<file path="src/rtl/csr_pkg.sv">
// Shared definitions for the machine-mode CSR file: CSR addresses, access
// opcodes, interrupt cause codes and trap FSM states.
package csr_pkg;

   localparam logic [11:0] AddrMstatus   = 12'h300;
   localparam logic [11:0] AddrMie       = 12'h304;
   localparam logic [11:0] AddrMtvec     = 12'h305;
   localparam logic [11:0] AddrMepc      = 12'h341;
   localparam logic [11:0] AddrMcause    = 12'h342;
   localparam logic [11:0] AddrMip       = 12'h344;
   localparam logic [11:0] AddrMcycle    = 12'hB00;
   localparam logic [11:0] AddrMtime     = 12'hB01;
   localparam logic [11:0] AddrMinstret  = 12'hB02;
   localparam logic [11:0] AddrMtimecmp  = 12'hB03;
   localparam logic [11:0] AddrMcycleh   = 12'hB80;
   localparam logic [11:0] AddrMtimeh    = 12'hB81;
   localparam logic [11:0] AddrMinstreth = 12'hB82;
   localparam logic [11:0] AddrMtimecmph = 12'hB83;

   typedef enum logic [1:0] {
      OpRead  = 2'b00,
      OpWrite = 2'b01,
      OpSet   = 2'b10,
      OpClear = 2'b11
   } csr_op_e;

   localparam logic [4:0] CauseTimer   = 5'd7;
   localparam logic [4:0] CauseExtBase = 5'd16;

   typedef enum logic [1:0] {
      StIdle,
      StReq,
      StHandler
   } trap_st_e;

endpackage

</file>
<file path="src/rtl/csr_counter.sv">
// Free-running CNT_W-bit counter with enable and synchronous reset; exposes
// the value as 32-bit lo/hi halves (hi reads 0 when CNT_W is 32).
module csr_counter #(
   parameter int unsigned CNT_W = 64
) (
   input  logic             clk_i,
   input  logic             rst_i,
   input  logic             en_i,
   input  logic             hi_sel_i,
   output logic [CNT_W-1:0] cnt_o,
   output logic [31:0]      rdata_o
);

   logic [CNT_W-1:0] cnt_q, cnt_d;
   logic [63:0]      cnt_ext;

   assign cnt_d = en_i ? cnt_q + CNT_W'(1) : cnt_q;

   always_ff @(posedge clk_i) begin
      if (rst_i) begin
         cnt_q <= '0;
      end else begin
         cnt_q <= cnt_d;
      end
   end

   // Zero-extend so a 32-bit counter naturally reads 0 in its hi half.
   assign cnt_ext = 64'(cnt_q);
   assign rdata_o = hi_sel_i ? cnt_ext[63:32] : cnt_ext[31:0];
   assign cnt_o   = cnt_q;

endmodule

</file>
<file path="src/rtl/csr_file_m.sv">
// Machine-mode CSR file with interrupt trap FSM and machine timer.
// Optional CSR_VECTORED_EN enables mtvec MODE=1 (vectored interrupt targets).
module csr_file_m
   import csr_pkg::*;
#(
   parameter int unsigned NUM_IRQ   = 3,
   parameter int unsigned CNT_W     = 64,
   parameter int unsigned TIMER_DIV = 4
) (
   input  logic               clk_i,
   input  logic               rst_i,
   input  logic               csr_en_i,
   input  logic [1:0]         csr_op_i,
   input  logic [11:0]        csr_addr_i,
   input  logic [31:0]        csr_wdata_i,
   output logic [31:0]        csr_rdata_o,
   output logic               csr_illegal_o,
   input  logic               retire_i,
   input  logic [NUM_IRQ-1:0] irq_in_i,
   input  logic [31:0]        trap_pc_i,
   input  logic               trap_ack_i,
   input  logic               mret_i,
   output logic               irq_req_o,
   output logic [31:0]        trap_target_o,
   output logic [31:0]        mepc_out_o
);

   localparam logic [31:0] MieMask = 32'h0000_0080 | (((32'h1 << NUM_IRQ) - 32'h1) << 16);

   csr_op_e          op;
   logic [31:0]      old_val, wval, mip, pend;
   logic             known, read_only, wr_en, trap_fire, mtip, tick, take_irq;
   logic [31:0]      pre_q;
   logic [CNT_W-1:0] cyc_full, ret_full, mtime;
   logic [31:0]      cyc_rdata, ret_rdata, time_rdata;
   logic             unused_cnt;

   logic             mst_mie_q, mst_mie_d, mst_mpie_q, mst_mpie_d;
   logic [31:0]      mie_q, mie_d, mtvec_q, mtvec_d, mepc_q, mepc_d, mcause_q, mcause_d;
   logic [63:0]      cmp_q, cmp_d;

   trap_st_e         state_q;
   logic [4:0]       cause_q, win_cause;
   logic             irq_req_q;

   // mtime prescaler
   assign tick = (pre_q == 32'(TIMER_DIV - 1));

   always_ff @(posedge clk_i) begin
      if (rst_i) begin
         pre_q <= '0;
      end else begin
         pre_q <= tick ? '0 : pre_q + 32'd1;
      end
   end

   csr_counter #(.CNT_W(CNT_W)) u_mcycle (
      .clk_i    (clk_i),
      .rst_i    (rst_i),
      .en_i     (1'b1),
      .hi_sel_i (csr_addr_i[7]),
      .cnt_o    (cyc_full),
      .rdata_o  (cyc_rdata)
   );

   csr_counter #(.CNT_W(CNT_W)) u_minstret (
      .clk_i    (clk_i),
      .rst_i    (rst_i),
      .en_i     (retire_i),
      .hi_sel_i (csr_addr_i[7]),
      .cnt_o    (ret_full),
      .rdata_o  (ret_rdata)
   );

   csr_counter #(.CNT_W(CNT_W)) u_mtime (
      .clk_i    (clk_i),
      .rst_i    (rst_i),
      .en_i     (tick),
      .hi_sel_i (csr_addr_i[7]),
      .cnt_o    (mtime),
      .rdata_o  (time_rdata)
   );

   assign unused_cnt = ^{cyc_full, ret_full};

   assign mtip = (mtime >= cmp_q[CNT_W-1:0]);

   always_comb begin
      mip = '0;
      mip[7] = mtip;
      mip[16 +: NUM_IRQ] = irq_in_i;
   end

   assign pend     = mie_q & mip;
   assign take_irq = mst_mie_q & (|pend);

   // Lowest external index wins; the timer only when no external is pending.
   always_comb begin
      win_cause = CauseTimer;
      for (int i = int'(NUM_IRQ) - 1; i >= 0; i--) begin
         if (pend[16 + i]) win_cause = CauseExtBase + 5'(i);
      end
   end

   always_comb begin
      old_val   = '0;
      known     = 1'b1;
      read_only = 1'b0;
      case (csr_addr_i)
         AddrMstatus:   old_val = {24'b0, mst_mpie_q, 3'b0, mst_mie_q, 3'b0};
         AddrMie:       old_val = mie_q;
         AddrMtvec:     old_val = mtvec_q;
         AddrMepc:      old_val = mepc_q;
         AddrMcause:    old_val = mcause_q;
         AddrMip: begin
            old_val   = mip;
            read_only = 1'b1;
         end
         AddrMcycle, AddrMcycleh: begin
            old_val   = cyc_rdata;
            read_only = 1'b1;
         end
         AddrMtime, AddrMtimeh: begin
            old_val   = time_rdata;
            read_only = 1'b1;
         end
         AddrMinstret, AddrMinstreth: begin
            old_val   = ret_rdata;
            read_only = 1'b1;
         end
         AddrMtimecmp:  old_val = cmp_q[31:0];
         AddrMtimecmph: old_val = (CNT_W > 32) ? cmp_q[63:32] : 32'h0;
         default:       known = 1'b0;
      endcase
   end

   assign op            = csr_op_e'(csr_op_i);
   assign csr_rdata_o   = old_val;
   assign csr_illegal_o = csr_en_i & (~known | (read_only & (op != OpRead)));
   assign trap_fire     = (state_q == StReq) & trap_ack_i;
   assign wr_en         = csr_en_i & ~csr_illegal_o & (op != OpRead) & ~trap_fire;

   always_comb begin
      case (op)
         OpWrite: wval = csr_wdata_i;
         OpSet:   wval = old_val | csr_wdata_i;
         OpClear: wval = old_val & ~csr_wdata_i;
         default: wval = old_val;
      endcase
   end

   // Priority: CSR write, then mret stacking, then trap entry (which drops the write).
   always_comb begin
      mst_mie_d  = mst_mie_q;
      mst_mpie_d = mst_mpie_q;
      mie_d      = mie_q;
      mtvec_d    = mtvec_q;
      mepc_d     = mepc_q;
      mcause_d   = mcause_q;
      cmp_d      = cmp_q;
      if (wr_en) begin
         case (csr_addr_i)
            AddrMstatus: begin
               mst_mie_d  = wval[3];
               mst_mpie_d = wval[7];
            end
            AddrMie:       mie_d = wval & MieMask;
`ifdef CSR_VECTORED_EN
            AddrMtvec:     mtvec_d = {wval[31:2], 1'b0, wval[1] ? mtvec_q[0] : wval[0]};
`else
            AddrMtvec:     mtvec_d = {wval[31:2], 2'b00};
`endif
            AddrMepc:      mepc_d = {wval[31:2], 2'b00};
            AddrMcause:    mcause_d = wval;
            AddrMtimecmp:  cmp_d[31:0] = wval;
            AddrMtimecmph: if (CNT_W > 32) cmp_d[63:32] = wval;
            default: ;
         endcase
      end
      if (mret_i) begin
         mst_mie_d  = mst_mpie_q;
         mst_mpie_d = 1'b1;
      end
      if (trap_fire) begin
         mepc_d     = trap_pc_i & 32'hFFFF_FFFC;
         mcause_d   = {1'b1, 26'b0, cause_q};
         mst_mpie_d = mst_mie_q;
         mst_mie_d  = 1'b0;
      end
   end

   always_ff @(posedge clk_i) begin
      if (rst_i) begin
         mst_mie_q  <= 1'b0;
         mst_mpie_q <= 1'b0;
         mie_q      <= '0;
         mtvec_q    <= '0;
         mepc_q     <= '0;
         mcause_q   <= '0;
         cmp_q      <= '1;
      end else begin
         mst_mie_q  <= mst_mie_d;
         mst_mpie_q <= mst_mpie_d;
         mie_q      <= mie_d;
         mtvec_q    <= mtvec_d;
         mepc_q     <= mepc_d;
         mcause_q   <= mcause_d;
         cmp_q      <= cmp_d;
      end
   end

   always_ff @(posedge clk_i) begin
      if (rst_i) begin
         state_q   <= StIdle;
         cause_q   <= '0;
         irq_req_q <= 1'b0;
      end else begin
         unique case (state_q)
            StIdle: begin
               if (take_irq) begin
                  state_q   <= StReq;
                  cause_q   <= win_cause;
                  irq_req_q <= 1'b1;
               end
            end
            StReq: begin
               if (trap_ack_i) begin
                  state_q   <= StHandler;
                  irq_req_q <= 1'b0;
               end
            end
            StHandler: begin
               if (mret_i) state_q <= StIdle;
            end
            default: begin
               state_q   <= StIdle;
               irq_req_q <= 1'b0;
            end
         endcase
      end
   end

`ifdef CSR_VECTORED_EN
   assign trap_target_o = mtvec_q[0] ? {mtvec_q[31:2], 2'b00} + {25'b0, cause_q, 2'b00}
                                     : {mtvec_q[31:2], 2'b00};
`else
   assign trap_target_o = {mtvec_q[31:2], 2'b00};
`endif

   assign irq_req_o  = irq_req_q;
   assign mepc_out_o = mepc_q;

endmodule

</file>
<file path="config.mk">
export PLATFORM = sky130hd
export DESIGN_NAME = csr_file_m
export DESIGN_NICKNAME = d
export VERILOG_FILES = /design/src/rtl/csr_pkg.sv /design/src/rtl/csr_counter.sv /design/src/rtl/csr_file_m.sv
export SDC_FILE = /design/constraint.sdc
export NUM_CORES = 1
export LEC_CHECK = 0
export CAP_MARGIN = 20
export CELL_PAD_IN_SITES_DETAIL_PLACEMENT = 1
export CELL_PAD_IN_SITES_GLOBAL_PLACEMENT = 1
export CORE_ASPECT_RATIO = 0.5
export CORE_MARGIN = 4
export CORE_UTILIZATION = 46
export CTS_BUF_LIST = sky130_fd_sc_hd__clkbuf_8
export DETAILED_ROUTE_END_ITERATION = 10
export PLACE_DENSITY_LB_ADDON = 0.12
export SLEW_MARGIN = 20
export SYNTH_ARGS = -nofsm -noshare
export SYNTH_HDL_FRONTEND = slang
export SYNTH_SLANG_ARGS = --single-unit
export TNS_END_PERCENT = 100
</file>
<file path="constraint.sdc">
create_clock -name clk_i -period 3.34 [get_ports clk_i]
set_clock_uncertainty 0.05 [all_clocks]
set_input_delay 0.334 -clock clk_i [delete_from_list [all_inputs] [get_ports clk_i]]
set_output_delay 0.334 -clock clk_i [all_outputs]
set_load 0.02 [all_outputs]
</file>
==> results <==
- The busiest layer in global routing is met2.
- The die span in x is 309.5 um.
- The number of enable-type register cells in the synthesized netlist is 0.
- The post-synthesis sequential area ratio is 37.63%.
- The count of H-tree levels built during CTS is 2.
- After clock tree synthesis, the clock-pin slew on the worst setup and hold paths is 70 ps.
- The residual DRC count is 0.
- TritonCTS built the clock tree.
- Detailed routing inserted a total of 21470 vias.
- Relative to the synthesized area, the layout overhead comes to 29.08%.
- Grouping stages by cell kind, the critical path spends the most delay in simple AND/OR/NAND/NOR gates.
- The flip-flop cell with the highest count after synthesis is dfxtp_1.
- The area of the core region is 44250 um2.
- Setup repair after global routing could not meet its margin everywhere.
- For this run, the share of the core covered by cells in the final layout is 60.97%.
- The maximum number of pins on one net before global-route repair is 100.
- In the final layout, the share of cells above drive strength 1 is 16.56%.
- The number of antenna violations at the first check in global routing is 7.
- Counting every instance in the synthesized netlist gives 2498.
- The post-place setup slack is -632.3 ps.
- In the global route stage, overall resource usage came out at 35.38%.
- The power per standard cell area is 363.7 nW/um2.
- TritonCTS created 59 clock buffers.
- Together, buffers and inverters on the worst path number 2.
- The min-delay analysis places its worst path in the category in -> reg.
- After synthesis, the netlist uses 78 different library cells.
- Once detailed placement completed, the half-perimeter wirelength came to 66470 um.
- The clock insertion delay at the later pin of the skew report is 690 ps.
- Timing would allow up to 286.5 MHz.
- In this run the worst path has a maximum fanout of 3.
- The mean routed wirelength per cell is 25.66 um.
- The master cell of the clock root buffer is clkbuf_8.
- The average size of a mapped cell is 8.369 um2.
- Global routing used 52.68% of the available met2 tracks.
- The count of endpoints failing setup in the final report is 2.
- The number of global-route vias before repair is 21660.
- The netlist area before placement is 20910 um2.
- Global routing consumed, on the met1 layer, 47.27% of the routing resources.
- The top-level port count is 185.
- Counting flops with an async set or reset pin after synthesis yields a share of 0%.
- In the routed layout, each cell is associated on average with a via count of 6.076.
- The sequential cell area in the final layout is 7880 um2.
- STA puts the critical path data required time at 2960 ps.
- The final hold violation count was 0.
- The checks that failed: setup timing.
- Global routing finished with a remaining overflow of 0.
- The number of standard cells in the final layout excluding fillers is 3534.
- The pre-antenna-repair detailed-routing pass consisted of 8 iterations.
- The endpoint arrival time on the critical path is 3110 ps.
- The library cell used most frequently in the layout, excluding fill and tap cells, is dfxtp_1.
- The vertical die dimension is 158.7 um.
- The first-pass GRT wire length is 133800 um.
- The final layout contains routed wiring with a total length of 90680 um.
- The largest individual stage delay along the critical path comes from the cell nor4_4.
- The number of max-cap violations is 0.
- The run finished, with violations left.
- The effective utilization at floorplan is 47.24%.
- The post-route clock period utilization is 104.5%.
- Summed over all cells, the static leakage comes to 11.95 nW.
- In the final layout, the multi-input gates occupy 12380 um2.
- Setup slack on the critical path of the routed design comes to -150.7 ps.
- The max-slew violation count is 0.
- The worst setup path is captured at a primary output.
- For met3 alone, demand over resource in global routing was 13.92%.
- After floorplanning, the core was divided into 54 placement rows.
- For the pin with the worst max-slew slack, the measured transition is 920.4 ps.
- The number of port buffers is 178.
- The synthesized design contains 393 register bits.
- In this run the tightest slew margin relative to its limit is 37.99%.
- The top cell types in the final layout, fill and taps aside, are dfxtp_1 (385), nor2_1 (297), buf_4 (263).
- For this block, the initial DRC count from the detailed router was 2045.
- The die covers 49130 um2.
- In the final design database the tool counted 3045 nets.
- The worst ir drop on vdd is 0.0003354 V.
- The critical path in this run is classified as reg -> out.
- The clock drives 393 sinks.
- The worst hold slack across all endpoints is 172.6 ps.
- The largest single stage delay on the critical path is 410 ps.
- Fill cells in the final layout number 5229.
- The number of cells in the design after placement is 3405.
- The signal on the critical path passes through inv_2 > ha_4 > nand4_1 > nor4_4 > nor3b_4 > o2111ai_2 > o221ai_4 > o21ai_2 > nand2_2 > buf_12.
- The maximum buffer depth of the clock tree is 3.
- The post-route minimum period is 3491 ps.
- The synthesis warning total is 0.
- The nature of the critical path startpoint is a register.
- The count of nets left with antenna violations once routing finished came out at 0.
- The routability congestion estimate from global placement is 0.9427.
## flip-flops by register name (all words and copies together), names as in the netlist
register          count
pre_q                32
u_minstret.cnt_o     64
mst_mie_q             1
cause_q               4
state_q               2
mst_mpie_q            1
irq_req_o             1
mepc_out_o           30
mcause_q             32
cmp_q                64
mtvec_q              30
u_mtime.cnt_o        64
u_mcycle.cnt_o       64
mie_q                 4
## layer usage
layer | wire (um) | vias up
li1 | - | 9735
met1 | 38530 | 10680
met2 | 38750 | 863
met3 | 10450 | 190
met4 | 2940 | 2
met5 | 13 | -
## report_power, final
part	internal, W	leakage, nW	switching, W
sequential	0.00470	3.17	0.0000179
clock	0.00227	0.745	0.00212
combinational	0.000300	8.04	0.000409
## what timing repair did
action	CTS	global route
pin swaps	9	25
hold endpoints to repair	0	0
hold buffers	0	0
gates cloned	0	0
resized for setup	48	64
endpoints found under the setup margin	44	43
buffers inserted	4	9
## area by class of cell
| type | instances | area share (%) |
|---|---|---|
| multi-input cells | 1860 | 45.88 |
| flip-flops and latches | 393 | 29.20 |
| repair buffers | 464 | 15.77 |
| clock buffers | 82 | 4.182 |
| well taps | 588 | 2.727 |
| inverters | 112 | 1.558 |
| clock inverters | 30 | 0.6353 |
| diodes | 5 | 0.04637 |
## synth_stat cells, drive strengths merged (29+ instances only)
master,instances,area (um2)
inv,112,420.4
a21oi,141,705.7
nand3,87,440.4
nor2,312,1204
a222oi,32,320.3
nor3,29,170.2
buf,46,249.0
mux2i,128,1281
o21ai,77,385.4
dfxtp,393,7868
clkbuf,89,334.1
a211oi,34,255.2
xor2,125,1095
and3,43,274.0
nand4,70,452.9
o211ai,56,420.4
ha,68,850.8
or3,42,269.0
nand2,223,837.1
xnor2,82,718.2
o22ai,60,375.4
## kinds of logic (layout without fill, tap and decap cells)
logic type / Yosys count / in the layout / synth area share (%)
other: 1 / 9 / 0.01794
DFF: 393 / 393 / 37.63
adders and majority gates: 68 / 68 / 4.070
AOI/OAI and AO/OA: 505 / 505 / 16.04
buffers and inverters: 248 / 688 / 4.848
muxes: 134 / 134 / 6.452
xor gates and xnor gates: 207 / 207 / 8.672
and+or+nand+nor: 942 / 942 / 22.26
## final timing paths
path / from / end / slack, ps / depth (start not counted)
worst max register to register: cmp_q[58]$_SDFFE_PP1P_ / mst_mpie_q$_SDFFE_PP0P_ / 50 / 14
worst min register to register: pre_q[0]$_SDFF_PP0_ / pre_q[0]$_SDFF_PP0_ / 410 / 1
worst max-delay path: cmp_q[26]$_SDFFE_PP1P_ / csr_rdata_o[7] / -150 / 10
worst min-delay path: rst_i / mie_q[18]$_SDFFE_PP0P_ / 170 / 2
## through the flow
stage	cell area (um2)	TNS, ps	total power (W)
2_1_floorplan	20920	0	0.005140
3_3_place_gp	25210	-7378	0.005487
3_5_place_dp	25210	-10070	0.005500
4_1_cts	26670	-126.7	0.009831
5_1_grt	26980	-786.7	0.01011
6_report	26980	-174.8	0.009815
(Power assumes the default switching activity.)
